===== src/rtl/ram_read_arbiter_if.sv =====
// ram_read_arbiter_if: requester, response and RAM read-port signals of the read arbiter
interface ram_read_arbiter_if #(
    parameter int ADDR_W = 16,
    parameter int DATA_W = 32
);
    logic              if_req;
    logic [ADDR_W-1:0] if_addr;
    logic              if_gnt;
    logic              if_rsp_valid;
    logic [DATA_W-1:0] if_rsp_data;
    logic              mem_req;
    logic [ADDR_W-1:0] mem_addr;
    logic              mem_gnt;
    logic              mem_rsp_valid;
    logic [DATA_W-1:0] mem_rsp_data;
    logic              flush;
    logic              ram_rd_en;
    logic [ADDR_W-1:0] ram_rd_addr;
    logic [DATA_W-1:0] ram_rd_data;

    modport master (
        output if_req, if_addr, mem_req, mem_addr, flush, ram_rd_data,
        input  if_gnt, if_rsp_valid, if_rsp_data, mem_gnt, mem_rsp_valid, mem_rsp_data,
        input  ram_rd_en, ram_rd_addr
    );

    modport slave (
        input  if_req, if_addr, mem_req, mem_addr, flush, ram_rd_data,
        output if_gnt, if_rsp_valid, if_rsp_data, mem_gnt, mem_rsp_valid, mem_rsp_data,
        output ram_rd_en, ram_rd_addr
    );
endinterface


===== src/rtl/ram_read_arbiter.sv =====
// ram_read_arbiter: shares one RAM read port between fetch and load; RAM_ARB_STALL_COUNTERS_EN adds stall counters
module ram_read_arbiter #(
    parameter int ADDR_W         = 16,
    parameter int DATA_W         = 32,
    parameter int RD_LATENCY     = 1,
    parameter int MEM_STREAK_MAX = 4
) (
    input  logic              clk,
    input  logic              reset,
    ram_read_arbiter_if.slave bus
`ifdef RAM_ARB_STALL_COUNTERS_EN
    ,
    output logic [31:0]       if_stall_cnt,
    output logic [31:0]       mem_stall_cnt
`endif
);
    localparam logic [3:0] STREAK_MAX = 4'(MEM_STREAK_MAX);

    logic                streak_ok;
    logic                mem_gnt;
    logic                if_gnt;
    logic [3:0]          streak;
    logic [RD_LATENCY:0] tag_v;
    logic [RD_LATENCY:0] tag_m;
    logic [RD_LATENCY:0] tag_v_nxt;

    // Load wins unless it has starved a waiting fetch; the shifted tags drop fetch reads on flush
    always_comb begin
        streak_ok = streak < STREAK_MAX;
        mem_gnt   = !reset && bus.mem_req && (streak_ok || !bus.if_req);
        if_gnt    = !reset && !mem_gnt && bus.if_req && !bus.flush;
        tag_v_nxt = {tag_v[RD_LATENCY-1:0] & (tag_m[RD_LATENCY-1:0] | {RD_LATENCY{!bus.flush}}),
                     mem_gnt | if_gnt};
    end

    assign bus.mem_gnt       = mem_gnt;
    assign bus.if_gnt        = if_gnt;
    assign bus.if_rsp_data   = bus.ram_rd_data;
    assign bus.mem_rsp_data  = bus.ram_rd_data;
    assign bus.mem_rsp_valid = !reset && tag_v[RD_LATENCY] && tag_m[RD_LATENCY];
    assign bus.if_rsp_valid  = !reset && !bus.flush && tag_v[RD_LATENCY] && !tag_m[RD_LATENCY];

    // Streak tracking, RAM request register and owner tag shift pipeline
    always_ff @(posedge clk) begin
        if (reset) begin
            streak          <= '0;
            bus.ram_rd_en   <= 1'b0;
            bus.ram_rd_addr <= '0;
            tag_v           <= '0;
            tag_m           <= '0;
        end else begin
            streak          <= (if_gnt || !bus.if_req) ? 4'd0 : (mem_gnt && streak_ok) ? streak + 4'd1 : streak;
            bus.ram_rd_en   <= mem_gnt | if_gnt;
            bus.ram_rd_addr <= mem_gnt ? bus.mem_addr : if_gnt ? bus.if_addr : bus.ram_rd_addr;
            tag_v           <= tag_v_nxt;
            tag_m           <= {tag_m[RD_LATENCY-1:0], mem_gnt};
        end
    end

`ifdef RAM_ARB_STALL_COUNTERS_EN
    // Cycles each requester waited; fetch waits during flush are intentional and not counted
    always_ff @(posedge clk) begin
        if (reset) begin
            if_stall_cnt  <= '0;
            mem_stall_cnt <= '0;
        end else begin
            if_stall_cnt  <= if_stall_cnt + 32'(bus.if_req && !if_gnt && !bus.flush);
            mem_stall_cnt <= mem_stall_cnt + 32'(bus.mem_req && !mem_gnt);
        end
    end
`endif
endmodule


===== src/flat_wrapper.sv =====
// flat-port wrapper written by rule: the top's interface ports become plain ports
module ram_read_arbiter_flat 
#(
    parameter int ADDR_W         = 16,
    parameter int DATA_W         = 32,
    parameter int RD_LATENCY     = 1,
    parameter int MEM_STREAK_MAX = 4
)
  (clk, reset, bus_if_req, bus_if_addr, bus_mem_req, bus_mem_addr, bus_flush, bus_ram_rd_data, bus_if_gnt, bus_if_rsp_valid, bus_if_rsp_data, bus_mem_gnt, bus_mem_rsp_valid, bus_mem_rsp_data, bus_ram_rd_en, bus_ram_rd_addr);
  ram_read_arbiter_if #(.ADDR_W(ADDR_W), .DATA_W(DATA_W)) bus_i ();
  input  logic clk;
  input  logic reset;
  input wire logic [$bits(bus_i.if_req)-1:0] bus_if_req;
  input wire logic [$bits(bus_i.if_addr)-1:0] bus_if_addr;
  input wire logic [$bits(bus_i.mem_req)-1:0] bus_mem_req;
  input wire logic [$bits(bus_i.mem_addr)-1:0] bus_mem_addr;
  input wire logic [$bits(bus_i.flush)-1:0] bus_flush;
  input wire logic [$bits(bus_i.ram_rd_data)-1:0] bus_ram_rd_data;
  output wire logic [$bits(bus_i.if_gnt)-1:0] bus_if_gnt;
  output wire logic [$bits(bus_i.if_rsp_valid)-1:0] bus_if_rsp_valid;
  output wire logic [$bits(bus_i.if_rsp_data)-1:0] bus_if_rsp_data;
  output wire logic [$bits(bus_i.mem_gnt)-1:0] bus_mem_gnt;
  output wire logic [$bits(bus_i.mem_rsp_valid)-1:0] bus_mem_rsp_valid;
  output wire logic [$bits(bus_i.mem_rsp_data)-1:0] bus_mem_rsp_data;
  output wire logic [$bits(bus_i.ram_rd_en)-1:0] bus_ram_rd_en;
  output wire logic [$bits(bus_i.ram_rd_addr)-1:0] bus_ram_rd_addr;
  assign bus_i.if_req = bus_if_req;
  assign bus_i.if_addr = bus_if_addr;
  assign bus_i.mem_req = bus_mem_req;
  assign bus_i.mem_addr = bus_mem_addr;
  assign bus_i.flush = bus_flush;
  assign bus_i.ram_rd_data = bus_ram_rd_data;
  assign bus_if_gnt = bus_i.if_gnt;
  assign bus_if_rsp_valid = bus_i.if_rsp_valid;
  assign bus_if_rsp_data = bus_i.if_rsp_data;
  assign bus_mem_gnt = bus_i.mem_gnt;
  assign bus_mem_rsp_valid = bus_i.mem_rsp_valid;
  assign bus_mem_rsp_data = bus_i.mem_rsp_data;
  assign bus_ram_rd_en = bus_i.ram_rd_en;
  assign bus_ram_rd_addr = bus_i.ram_rd_addr;
  ram_read_arbiter #(.ADDR_W(ADDR_W), .DATA_W(DATA_W), .RD_LATENCY(RD_LATENCY), .MEM_STREAK_MAX(MEM_STREAK_MAX)) u_core (.clk(clk), .reset(reset), .bus(bus_i));
endmodule

===== config.mk =====
export PLATFORM = sky130hd
export DESIGN_NAME = ram_read_arbiter_flat
export DESIGN_NICKNAME = d
export VERILOG_FILES = /design/src/rtl/ram_read_arbiter_if.sv /design/src/rtl/ram_read_arbiter.sv /design/src/flat_wrapper.sv
export SDC_FILE = /design/constraint.sdc
export NUM_CORES = 1
export LEC_CHECK = 0
export CORE_MARGIN = 2
export CORE_UTILIZATION = 28
export CTS_BUF_LIST = sky130_fd_sc_hd__clkbuf_8
export CTS_CLUSTER_SIZE = 24
export DETAILED_ROUTE_END_ITERATION = 10
export GPL_TIMING_DRIVEN = 0
export PLACE_DENSITY = 0.8
export SETUP_SLACK_MARGIN = 0.2
export SLEW_MARGIN = 0
export SYNTH_ARGS = -nofsm -noshare
export SYNTH_HDL_FRONTEND = slang
export SYNTH_SLANG_ARGS = --single-unit

===== constraint.sdc =====
create_clock -name clk -period 1.2 [get_ports clk]
set_input_delay 0.12 -clock clk [delete_from_list [all_inputs] [get_ports clk]]
set_output_delay 0.12 -clock clk [all_outputs]
set_load 0.01 [all_outputs]

; Yosys cells after proc, flatten, opt, wreduce, memory -nomap -nowiden
; Index checks and enable logic that the tools add are counted.
[classes]
addsub = 1
order_cmp = 1
muxes = 2
bitwise = 3
n_reduce_logical = 20
[op_table]
columns = op, count
row1 = 2-to-1 mux 16 bit, 2
row2 = logical AND 1 bit, 11
row3 = zero test 1 bit, 5
row4 = adder 4 x 1 -> 4 bit (second input constant), 1
row5 = less-than comparator 4 x 3 -> 1 bit (second input constant), 1
row6 = logical OR 1 bit, 2
row7 = OR 1 bit, 2
row8 = nonzero test 2 bit, 1
row9 = OR reduction 2 bit, 1
row10 = AND 1 bit, 1
[word_totals]
ff_bits = 25
input_bits = 69
output_inout_bits = 85
word_cells = 32

; Longest topological paths before layout
[logic_depth]
ltp_word = 9
mapped_depth = 8
depth_no_buf = 4

; Worst setup path before layout
; OpenSTA, ideal clock, no wires.
[synth_path]
path_kind = register to output
start = register u_core.streak[3]
end = output bus_if_gnt
arrival_time_ns = 1.235
required_ns = 1.080
path_slack_ns = -0.155
path_stages_with_launch = 7
n_path_buf = 2
cell_sequence = dfxtp_1 > o21a_1 > or2_1 > buf_6 > buf_6 > inv_1 > nor2_1
[synth_via]
elab_chain_cells = 7
[synth_rtl]
columns = element, line_no
row1 = start: declaration, ram_read_arbiter.sv:22  ; logic [3:0] streak;
row2 = start signal: assignment, ram_read_arbiter.sv:52  ; streak <= (if_gnt || !bus.if_req) ? 4'd0 : (mem_gnt && streak_ok) ? streak + 4'd1 : streak;
row3 = less-than comparator 4 x 3 -> 1 bit, ram_read_arbiter.sv:29  ; streak_ok = streak < STREAK_MAX;
row4 = logical OR 1 bit, ram_read_arbiter.sv:30  ; mem_gnt = !reset && bus.mem_req && (streak_ok || !bus.if_req);
row5 = logical AND 1 bit, ram_read_arbiter.sv:30
row6 = named net bus_mem_gnt, flat_wrapper.sv:22  ; output wire logic [$bits(bus_i.mem_gnt)-1:0] bus_mem_gnt;
row7 = zero test 1 bit, ram_read_arbiter.sv:31  ; if_gnt = !reset && !mem_gnt && bus.if_req && !bus.flush;
row8 = logical AND 1 bit (3 in series), ram_read_arbiter.sv:31
row9 = end: declaration, flat_wrapper.sv:19  ; output wire logic [$bits(bus_i.if_gnt)-1:0] bus_if_gnt;
; The timed path passes the listed nets, and every way through them passes these cells.

; Final worst setup path
[layout_path]
start = register u_core.streak[3]
end = output bus_if_gnt
[layout_via]
elab_chain_cells = 7
[layout_rtl]
columns = element, line_no
row1 = less-than comparator 4 x 3 -> 1 bit, ram_read_arbiter.sv:29
row2 = logical OR 1 bit, ram_read_arbiter.sv:30
row3 = logical AND 1 bit, ram_read_arbiter.sv:30
row4 = zero test 1 bit, ram_read_arbiter.sv:31
row5 = logical AND 1 bit (3 in series), ram_read_arbiter.sv:31
; No other way between the ends.

==> impl_metrics.toml <==
[sta]
min_period_ns = 1.618
skew_ns = 0.003854
post-route-period-util = 1.348
relSlewSlack = 0.5147
slew_viol_final = 0
grt_setup_unrepaired = "true"
finalSetupViolCount = 23
finalHoldViolations = 0
whs_ns = 0.2099
worst_slack_ns = -0.4178
tightest_slew_ns = 0.7279
max_freq_mhz = 618.1

[detailed_routing]
viasPerCell = 4.457
drt_first_iter_violations = 42
firstDrtPassIters = 4
routed_wirelength_mm = 5.235
routedWlPerCell_um = 13.35
num_vias = 1747
drc_errors = 0
ant_nets = 0

[global_routing]
grt.overflow.total = 0
grt_use_total = 0.1476
grt_first_pass_wirelength_mm = 7.507
grt_pass1_vias = 1684
grt_max_degree = 15
antenna_found_initial = 0

[yosys]
synth_top_cell_by_area = "buf_4"
syn-num-nets = 259
syn_avg_cell_area_um2 = 8.527
synth_cells = 189
ys_ff_latch = 24
synth.area.top_cells = "buf_4, dfxtp_1, nand2_1, a311oi_2, nor3_1"
netlist.area_leader.share = 0.3028
yosysUniqueCellTypes = 26
ys_seq_area_frac = 0.2981
ys_warn_count = 0
synthesis.area_um2 = 1612

[worst_setup_path]
critPathArrivalTime_ns = 1.50
worstSetupPathType = "register to output pin"
required_ns = 1.08
start_kind = "register"
critPathMaxFanout = 3
cp-end-kind = "output pin"

[clock_network]
clockBufferDepth = 2
cts_tree = "yes"
clk_root_buffer_cell = "clkbuf_8"
clk_pin_slew_ns = 0.09
cts_buffers = 3
htree_levels = 1
clk_latency_ns = 0.27
cts_num_sinks = 24
holdBufCountCts = 0

[final_layout]
finalInstanceArea_um2 = 3068
diodes = 0
drive_above_1_share = 0.4188
area.sequential_um2 = 490.5
finalNetCount = 391
syn_to_final_growth_pct = 90.37
multi_input_area_um2 = 639.4
num-fill-cells = 515

[place]
io_buffer_count = 120
gp_congestion = 0.7125
dp_hpwl_mm = 3.880
place_area_um2 = 2933

[floorplanning]
chipHeight_um = 79.87
ios = 154
die_w_um = 79.87
core_um2 = 5540
die-area_um2 = 6378
initial_utilization = 0.2909
rows = 27

[worst_hold_path]
hold_class = "input pin to register"

[pwr]
power_density_nw_per_um2 = 800.4
ir_worst_vdd_mv = 0.4701
p_leak_nw = 1.306

[status]
violations = "setup timing"
status = "finished with violations"

[job]
maxCapViolations = 0
-- final timing paths --
| kind | from | end | slack (ns) | cells past startpoint |
|---|---|---|---|---|
| max reg2reg | u_core.streak[3]$_SDFFE_PP0P_ | u_core.bus.ram_rd_addr[14]$_SDFFE_PP0P_ | -0.31 | 6 |
| min reg2reg | u_core.tag_m[0]$_SDFF_PP0_ | u_core.tag_m[1]$_SDFF_PP0_ | 0.46 | 1 |
| max | u_core.streak[3]$_SDFFE_PP0P_ | bus_if_gnt | -0.42 | 7 |
| min | reset | u_core.streak[3]$_SDFFE_PP0P_ | 0.21 | 3 |
-- repair_timing --
action                     in CTS  in global routing
setup endpoints to repair      42                 41
resized for setup              64                 27
gates cloned                    0                  1
buffers inserted                4                  2
pin swaps                      11                  5
-- cells by family after synthesis --
group	Yosys count	synth area share
mux	1	0.006211
compound gates	19	0.1250
fa+ha+maj	1	0.007763
simple gates	66	0.2026
buf+inv	77	0.3548
xor+xnor	1	0.005436
flops	24	0.2981
-- cell usage in the layout, fill, tap and decap left out, types with 4 or more instances in the layout --
cell | synthesis | final
clkdlybuf4s50_1 | 0 | 96
dfxtp_1 | 24 | 18
buf_4 | 65 | 70
buf_2 | 1 | 4
dfxtp_2 | 0 | 5
buf_6 | 5 | 5
clkbuf_2 | 0 | 16
nor3_1 | 16 | 15
nand2_1 | 33 | 33
a311oi_2 | 7 | 16
-- where the power goes --
| part | internal, mW | switching, mW |
|---|---|---|
| logic | 0.555 | 0.309 |
| clock network | 0.446 | 0.275 |
| registers | 0.844 | 0.0256 |
-- sequential cells by signal (all words and copies together) (netlist names) --
signal                  cells
u_core.bus.ram_rd_addr     16
u_core.tag_m                2
u_core.streak               4
u_core.tag_v                2
-- cell usage after synthesis --
cell,number
or2_1,1
clkbuf_1,4
buf_6,5
nand2_1,33
xnor2_1,1
o21a_1,1
nor3_1,16
nor3b_1,2
ha_1,1
nor3b_2,1
dfxtp_1,24
a311oi_2,7
a21oi_1,1
mux2i_1,1
and3b_1,1
o21ai_0,1
nor2_1,4
buf_4,65
or3b_2,1
and3_1,1
nor2b_1,3
nand2b_4,1
buf_2,1
nor4b_1,2
inv_1,2
a311oi_1,9
-- layout make-up --
cell class	count	area share
inverter	2	0.004078
clock inverter	1	0.009788
tap	72	0.02936
clock buffer	3	0.01346
buffer	75	0.1880
timing repair buffer	127	0.3870
multi-input combinational	88	0.2084
sequential	24	0.1599
-- layer usage --
layer,part of all wire,vias to the layer above,global-route usage
li1,-,835,-
met1,0.38,810,0.1604
met2,0.52,97,0.2807
met3,0.097,5,0.04977
met4,0.0034,0,0.02203
met5,0,-,0
-- metrics by stage --
step	util	instances	setup TNS, ns	power (mW)	worst slack, ns
2_1_floorplan	-	189	-1.045	1.284	-0.09927
3_3_place_gp	0.5294	381	-11.90	1.741	-0.8731
3_5_place_dp	0.5294	381	-12.22	1.751	-0.9097
4_1_cts	0.5497	389	-5.110	2.468	-0.4152
5_1_grt	0.5537	392	-7.821	2.556	-0.4808
6_report	0.5537	392	-6.226	2.456	-0.4178
-- worst max-delay path: stages, from the launching register on --
cell and delay [ns]:
dfxtp_4 0.36, o21a_4 0.19, or2_1 0.23, buf_6 0.13, buf_8 0.12, clkinv_4 0.04, nor2_2 0.02, buf_2 0.13
Note: power is estimated with default switching activity, not from simulation.
